`config.mk`:
```
export PLATFORM = sky130hd
export DESIGN_NAME = pkt_arbiter
export DESIGN_NICKNAME = d
export VERILOG_FILES = /design/src/rtl/pkt_arbiter.sv
export SDC_FILE = /design/constraint.sdc
export NUM_CORES = 1
export LEC_CHECK = 0
export CAP_MARGIN = 30
export CELL_PAD_IN_SITES_DETAIL_PLACEMENT = 1
export CELL_PAD_IN_SITES_GLOBAL_PLACEMENT = 2
export CORE_ASPECT_RATIO = 0.9
export CORE_MARGIN = 2
export CORE_UTILIZATION = 27
export CTS_CLUSTER_SIZE = 10
export DETAILED_ROUTE_END_ITERATION = 10
export PLACE_DENSITY_LB_ADDON = 0.1
export SETUP_SLACK_MARGIN = 0.1
export SLEW_MARGIN = 5
export SYNTH_ARGS = -nofsm -noshare
export SYNTH_HDL_FRONTEND = slang
export SYNTH_SLANG_ARGS = --single-unit
```
`constraint.sdc`:
```
create_clock -name clk_sys -period 4.44 [get_ports clk_sys]
set_input_delay 1.332 -clock clk_sys [delete_from_list [all_inputs] [get_ports clk_sys]]
set_output_delay 1.332 -clock clk_sys [all_outputs]
set_load 0.02 [all_outputs]
```
`src/rtl/pkt_arbiter.sv`:
```
// rtl/pkt_arbiter.sv - two-port packet arbiter with round-robin grant and over-length truncation; TSN_PRIORITY_EN adds TSN-first grant
module pkt_arbiter #(
    parameter int unsigned MAX_LEN = 1600
) (
    input  logic        clk_sys,
    input  logic        reset_n,

    input  logic        i_p0_pkt_ready,
    input  logic [8:0]  iv_p0_data,
    input  logic        i_p0_tsn,
    input  logic [18:0] iv_p0_ts,
    output logic        o_p0_rd,

    input  logic        i_p1_pkt_ready,
    input  logic [8:0]  iv_p1_data,
    input  logic        i_p1_tsn,
    input  logic [18:0] iv_p1_ts,
    output logic        o_p1_rd,

    input  logic        i_out_ready,
    output logic [8:0]  ov_data,
    output logic        o_data_wr,
    output logic [18:0] ov_rec_ts,
    output logic        o_tsn_en,
    output logic        o_pkt_pulse,
    output logic        o_err_pulse,
    output logic [1:0]  ov_state
);

    localparam logic [1:0] ST_IDLE    = 2'd0;
    localparam logic [1:0] ST_TRAN    = 2'd1;
    localparam logic [1:0] ST_GAP     = 2'd2;
    localparam logic [1:0] ST_DISCARD = 2'd3;

    // Index of the last byte a packet may carry before it is cut short.
    localparam logic [10:0] LAST_IDX = 11'(MAX_LEN - 1);

    // Control state
    logic [1:0]  state_q, state_d;
    logic        sel_q, sel_d;
    logic        tsn_q, tsn_d;
    logic        last_grant_q, last_grant_d;
    logic [10:0] cnt_q, cnt_d;

    // Registered output stage
    logic [8:0]  data_q, data_d;
    logic        wr_q, wr_d;
    logic [18:0] ts_q, ts_d;
    logic        tsn_en_q, tsn_en_d;
    logic        pkt_pulse_q, pkt_pulse_d;
    logic        err_pulse_q, err_pulse_d;

    // Arbitration and datapath helpers
    logic        any_ready;
    logic        grant;
    logic        grant_tsn;
    logic        popping;
    logic [8:0]  psel_data;
    logic [18:0] psel_ts;
    logic        first_byte;
    logic        at_limit;

    // Pick the port to serve next; only consumed while sitting in IDLE
    always_comb begin
        any_ready = i_p0_pkt_ready | i_p1_pkt_ready;
        if (i_p0_pkt_ready && i_p1_pkt_ready) begin
            // Tie: the port that did not win last time goes now.
            grant = ~last_grant_q;
        end else begin
            grant = i_p1_pkt_ready;
        end
`ifdef TSN_PRIORITY_EN
        // A lone TSN head packet overrides the round-robin order.
        if ((i_p0_pkt_ready & i_p0_tsn) ^ (i_p1_pkt_ready & i_p1_tsn)) begin
            grant = i_p1_pkt_ready & i_p1_tsn;
        end
`endif
        grant_tsn = grant ? i_p1_tsn : i_p0_tsn;
    end

    // Selected-port view of the FIFO heads and the pop strobes
    always_comb begin
        psel_data  = sel_q ? iv_p1_data : iv_p0_data;
        psel_ts    = sel_q ? iv_p1_ts : iv_p0_ts;
        popping    = (state_q == ST_TRAN) || (state_q == ST_DISCARD);
        o_p0_rd    = popping & ~sel_q;
        o_p1_rd    = popping & sel_q;
        first_byte = (cnt_q == 11'd0);
        at_limit   = (cnt_q == LAST_IDX);
    end

    // Next-state and next-output computation
    always_comb begin
        state_d      = state_q;
        sel_d        = sel_q;
        tsn_d        = tsn_q;
        last_grant_d = last_grant_q;
        cnt_d        = cnt_q;
        data_d       = 9'd0;
        wr_d         = 1'b0;
        ts_d         = 19'd0;
        tsn_en_d     = tsn_en_q;
        pkt_pulse_d  = 1'b0;
        err_pulse_d  = 1'b0;

        case (state_q)
            ST_IDLE: begin
                if (i_out_ready && any_ready) begin
                    sel_d        = grant;
                    tsn_d        = grant_tsn;
                    last_grant_d = grant;
                    state_d      = ST_TRAN;
                end
            end
            ST_TRAN: begin
                data_d = psel_data;
                wr_d   = 1'b1;
                cnt_d  = cnt_q + 11'd1;
                if (first_byte) begin
                    ts_d     = psel_ts;
                    tsn_en_d = tsn_q;
                end
                if (psel_data[8]) begin
                    pkt_pulse_d = 1'b1;
                    state_d     = ST_GAP;
                end else if (at_limit) begin
                    // Over-length: close the packet here, drop the rest upstream.
                    data_d[8]   = 1'b1;
                    pkt_pulse_d = 1'b1;
                    err_pulse_d = 1'b1;
                    state_d     = ST_DISCARD;
                end
            end
            ST_DISCARD: begin
                if (psel_data[8]) begin
                    state_d = ST_GAP;
                end
            end
            ST_GAP: begin
                tsn_en_d = 1'b0;
                cnt_d    = 11'd0;
                state_d  = ST_IDLE;
            end
            default: begin
                state_d = ST_IDLE;
            end
        endcase
    end

    // State and output registers; last_grant resets to port 1 so port 0 wins the first tie
    always_ff @(posedge clk_sys or negedge reset_n) begin
        if (!reset_n) begin
            state_q      <= ST_IDLE;
            sel_q        <= 1'b0;
            tsn_q        <= 1'b0;
            last_grant_q <= 1'b1;
            cnt_q        <= 11'd0;
            data_q       <= 9'd0;
            wr_q         <= 1'b0;
            ts_q         <= 19'd0;
            tsn_en_q     <= 1'b0;
            pkt_pulse_q  <= 1'b0;
            err_pulse_q  <= 1'b0;
        end else begin
            state_q      <= state_d;
            sel_q        <= sel_d;
            tsn_q        <= tsn_d;
            last_grant_q <= last_grant_d;
            cnt_q        <= cnt_d;
            data_q       <= data_d;
            wr_q         <= wr_d;
            ts_q         <= ts_d;
            tsn_en_q     <= tsn_en_d;
            pkt_pulse_q  <= pkt_pulse_d;
            err_pulse_q  <= err_pulse_d;
        end
    end

    assign ov_data     = data_q;
    assign o_data_wr   = wr_q;
    assign ov_rec_ts   = ts_q;
    assign o_tsn_en    = tsn_en_q;
    assign o_pkt_pulse = pkt_pulse_q;
    assign o_err_pulse = err_pulse_q;
    assign ov_state    = state_q;

endmodule

```
Word level (Yosys, flattened, before mapping)
Index checks and enable logic that the tools add are counted.
{"block": "classes", "add_sub_neg": 1, "n_eq_ne": 8, "muxes": 21, "bitwise": 5, "n_reduce_logical": 9}
{"op": "$mux W19", "count": 3}
{"op": "$pmux W11 S2", "count": 1}
{"op": "$mux W9", "count": 2}
{"op": "$add A11 B1 Y11 const B", "count": 1}
{"op": "$eq A11 B11 Y1 const B", "count": 1}
{"op": "$logic_not A11 Y1", "count": 1}
{"op": "$mux W1", "count": 9}
{"op": "$mux W2", "count": 4}
{"op": "$pmux W2 S4", "count": 1}
{"op": "$ne A2 B2 Y1 const B", "count": 3}
{"op": "$eq A2 B2 Y1 const B", "count": 2}
{"op": "$reduce_and A2 Y1", "count": 2}
{"op": "$ne A3 B3 Y1 const B", "count": 1}
{"op": "$reduce_and A3 Y1", "count": 1}
{"op": "$and A1 B1 Y1", "count": 2}
{"op": "$eq A2 B1 Y1 const B", "count": 1}
{"op": "$logic_and A1 B1 Y1", "count": 2}
{"op": "$logic_not A2 Y1", "count": 1}
{"op": "$not A1 Y1", "count": 2}
{"op": "$pmux W1 S2", "count": 1}
{"op": "$reduce_bool A2 Y1", "count": 1}
{"op": "$logic_or A1 B1 Y1", "count": 1}
{"op": "$or A1 B1 Y1", "count": 1}
{"block": "word_totals", "register_bits": 48, "output_inout_bits": 36, "word_cells": 55}

Logic depth before layout (Yosys ltp)
{"block": "logic_depth", "ltp_word": 4, "mapped_depth": 7}

Worst setup path after synthesis
No wires, ideal clock.
{"block": "synth_path", "path_kind": "register to output", "start": "register sel_q", "end": "output o_p1_rd", "arrival_ps": 1264, "setup_slack_ps": 1844, "stages_incl_launch_ff": 4, "path_buffers": 2, "path_cell_list": "dfrtp_1 clkbuf_1 buf_1 nor2b_1"}
{"block": "synth_via", "elab_chain_cells": 1}
{"element": "start: declaration", "line_no": "40", "text": "logic sel_q, sel_d;"}
{"element": "start signal: assignment", "line_no": "166", "text": "sel_q <= sel_d;"}
{"element": "$and A1 B1 Y1", "line_no": "87", "text": "o_p1_rd = popping & sel_q;"}
{"element": "end: declaration", "line_no": "18", "text": "output logic o_p1_rd,"}
Every way passes these cells.

Worst setup path after layout
{"block": "layout_path", "start": "register state_q[1], in the netlist ov_state[1]", "end": "output o_p1_rd"}
{"block": "layout_via", "elab_chain_cells": 3, "word_cells_on_any_way": 4}
{"element": "start: declaration", "line_no": "39", "text": "logic [1:0] state_q, state_d;"}
{"element": "start signal: assignment", "line_no": "165", "text": "state_q <= state_d;"}
{"element": "$eq A2 B1 Y1 or $eq A2 B2 Y1 (tied branches)", "line_no": "85", "text": "popping = (state_q == ST_TRAN) || (state_q == ST_DISCARD);"}
{"element": "$logic_or A1 B1 Y1 (*)", "line_no": "85"}
{"element": "$and A1 B1 Y1 (*)", "line_no": "87"}
Every way passes the cells marked *; elsewhere a longest branch is shown, timed or not.

==> reports/qor.yml <==
clock_tree:
  hold_buffers: 0
  cts_buffers: 5
  post_cts.repair.setup_buffers: 0
  cts.clk_slew.worst_paths_ns: 0.08
  clockBufferDepth: 2
  cts_tree: "yes"
  cts_sinks: 47
  worst_skew_pair.late_latency_ns: 0.30
  cts_root_buf: "clkbuf_8"
  htreeDepth: 2
  post_cts_resized: 0
global_route:
  antenna_found_initial: 0
  grt_pass1_wl_um: 9800
  grt_usage_pct: 13.7
  overflow: 0
  grt_max_degree: 32
  grt_pass1_vias: 1977
timing:
  period_needed_ns: 3.52
  grt_setup_unrepaired: "no"
  final-hold-violation-count: 0
  skew_ns: 0.00773
  worstMarginPinSlew_ns: 0.876
  slew_headroom_pct: 41.4
  clock.fmax_ghz: 0.284
  slew_violations: 0
  fin_crit_sh_pct: 79.4
  final.setup.tns_ns: 0
  setup_violations: 0
  holdWs_ns: 0.490
detailed_routing:
  routedWlPerCell_um: 15.5
  remaining_drc_errors: 0
  wl_met2_um: 2800
  wl_met1_um: 2970
  drt_iter0_markers: 38
  maxUsedRoutingLayer: "met4"
  wl_met3_um: 475
  wl_um: 6300
  postRouteAntennaNets: 0
  vias_per_cell: 4.68
  dr.pass1.iters: 4
  routed-via-count: 1902
place:
  postPlaceCellArea_sq_um: 3340
  dp_cells: 398
  dp_hpwl_um: 4710
  port_buffers: 98
  gp_congestion: 0.727
yosys:
  syn_inst: 210
  netlist_area_sq_um: 2270
  synth_seq_area_share_pct: 51.9
  synth_nets: 280
  synth_top_area_share_pct: 50.7
  yosys-top-cells-area: "dfrtp_1 (51%), mux2i_1 (15%), nor2_1 (4.0%)"
  avgSynthCellArea_sq_um: 10.8
  netlist-cell-type-count: 37
  ys_ff_latch: 47
  ys_warn_count: 0
  synth_area_leader_cell: "dfrtp_1"
floorplanning:
  rows: 31
  die_w_um: 101
  start_util_pct: 28.0
  design.core.area_sq_um: 8110
  dieArea_sq_um: 9160
  pin_count: 99
  fp.dieH_um: 91.0
critical_path:
  crit_chain: "inv_1 -> ha_1 -> nor2_1 -> nor2b_1 -> clkdlybuf4s50_1"
  critPathLaunchType: "flop"
  cpPeakStageDelay_ns: 0.61
  crit_slowest_cell: "clkdlybuf4s50_1"
  cp.arrival_ns: 2.19
  cp_top_family: "buffers and inverters"
  cp_max_fo: 15
  critical_path_class: "reg -> out"
  crit_buf_inv: 2
  cp-end-kind: "output pin"
  required_ns: 3.11
final_layout:
  drive_gt1_share_pct: 5.54
  multiInputGateArea_sq_um: 1000
  nFillCells: 905
  finalCoreUtilization_pct: 42.3
  layout.nets: 376
  antennaDiodeCount: 0
  areaGrowthSynthToFinish_pct: 51.1
  design_area_sq_um: 3430
  stdcell_count: 406
  seq_area_sq_um: 1180
pwr:
  power_density_nw_per_um2: 513
  p_leak_nw: 1.51
  ir_drop_uv: 196
hold_path:
  hp-class: "reg -> reg"
outcome:
  status: "finished clean"
run:
  drv_cap: 0
synth_stat cells:
| library cell | instances |
|---|---|
| o21ai_1 | 2 |
| o211ai_1 | 1 |
| nor4_1 | 5 |
| mux2i_2 | 1 |
| nor3_1 | 3 |
| a22oi_1 | 1 |
| mux2_1 | 1 |
| dfrtp_1 | 46 |
| o22ai_1 | 7 |
| nand2_1 | 6 |
| o21ai_0 | 7 |
| nand2b_1 | 2 |
| buf_1 | 1 |
| buf_4 | 1 |
| a22oi_2 | 1 |
| a32o_1 | 1 |
| nor2_1 | 24 |
| or3_1 | 1 |
| nor4bb_1 | 1 |
| nor2b_1 | 13 |
| and2b_2 | 1 |
| nand3b_1 | 1 |
| a21boi_1 | 1 |
| mux2_2 | 1 |
| nand3_4 | 1 |
| dfstp_2 | 1 |
| a21oi_1 | 3 |
| nand3_1 | 8 |
| a21boi_0 | 1 |
| and3_1 | 2 |
| ha_1 | 7 |
| mux2i_1 | 35 |
| nand4_1 | 1 |
| inv_1 | 12 |
| clkbuf_1 | 7 |
| buf_2 | 2 |
| nor3b_1 | 1 |
cell usage in the layout (no fill, tap or decap), types with 7 or more instances in the layout:
cell             instances
clkdlybuf4s50_1         97
dfrtp_1                 45
ha_1                     7
inv_1                   12
mux2i_1                 35
nand3_1                  8
nor2_1                  24
nor2b_1                 13
o21ai_0                  7
o22ai_1                  7
worst reg2reg max path, stage by stage, from the launching register on:
cell	delay, ns
dfrtp_1	0.44
inv_1	0.12
ha_1	0.43
nor4bb_1	0.35
nand3_1	0.70
mux2i_1	0.36
o21ai_1	0.08
cells by family (layout without fill, tap and decap cells):
logic type	after synthesis	in the layout	share of synthesized area, %
AOI/OAI and AO/OA	25	25	6.89
adders and majority gates	7	7	3.86
buffers and inverters	23	120	4.08
DFF	47	47	51.9
muxes	38	38	17.0
and+or+nand+nor	70	70	16.3
stage by stage:
| stage | total power [mW] | setup WS [ns] |
|---|---|---|
| 3_3_place_gp | 1.49 | 1.24 |
| 2_1_floorplan | 1.18 | 1.84 |
| 3_5_place_dp | 1.51 | 1.20 |
| 5_1_grt | 1.90 | 0.763 |
| 6_report | 1.76 | 0.916 |
| 4_1_cts | 1.79 | 0.863 |
flip-flops by register name (all words and copies together), names as in the netlist:
name,count
o_tsn_en,1
ov_data,9
ov_rec_ts,19
sel_q,1
cnt_q,11
tsn_q,1
last_grant_q,1
o_err_pulse,1
ov_state,2
o_data_wr,1
cell type report:
class	instances	area share [%]
timing repair buffer	100	28.9
tap	99	3.61
clock buffer	7	2.52
clock inverter	1	0.146
sequential	47	34.4
multi-input combinational	140	29.1
inverter	12	1.31
final timing paths:
check,cells past startpoint,start,to,slack [ns]
min,2,last_grant_q,last_grant_q,0.49
max,5,ov_state[1],o_p1_rd,0.92
max in group asynchronous,2,reset_n,sel_q,2.63
max reg2reg,6,ov_state[1],o_tsn_en,1.85
min in group asynchronous,1,reset_n,ov_data[2],1.08
min reg2reg,2,last_grant_q,last_grant_q,0.49
power by group:
part / internal (mW) / switching, mW / total, mW / leakage (nW)
Clock: 0.126 / 0.143 / 0.269 / 0.0482
Combinational: 0.409 / 0.457 / 0.866 / 0.848
Sequential: 0.532 / 0.0913 / 0.623 / 0.612
routing by layer:
| layer | vias to the layer above | track usage (%) |
|---|---|---|
| met5 | - | 0 |
| met4 | 0 | 3.08 |
| met3 | 6 | 4.00 |
| met2 | 68 | 21.9 |
| met1 | 912 | 18.2 |
| li1 | 916 | - |
Power figures use the tool's default switching activity.
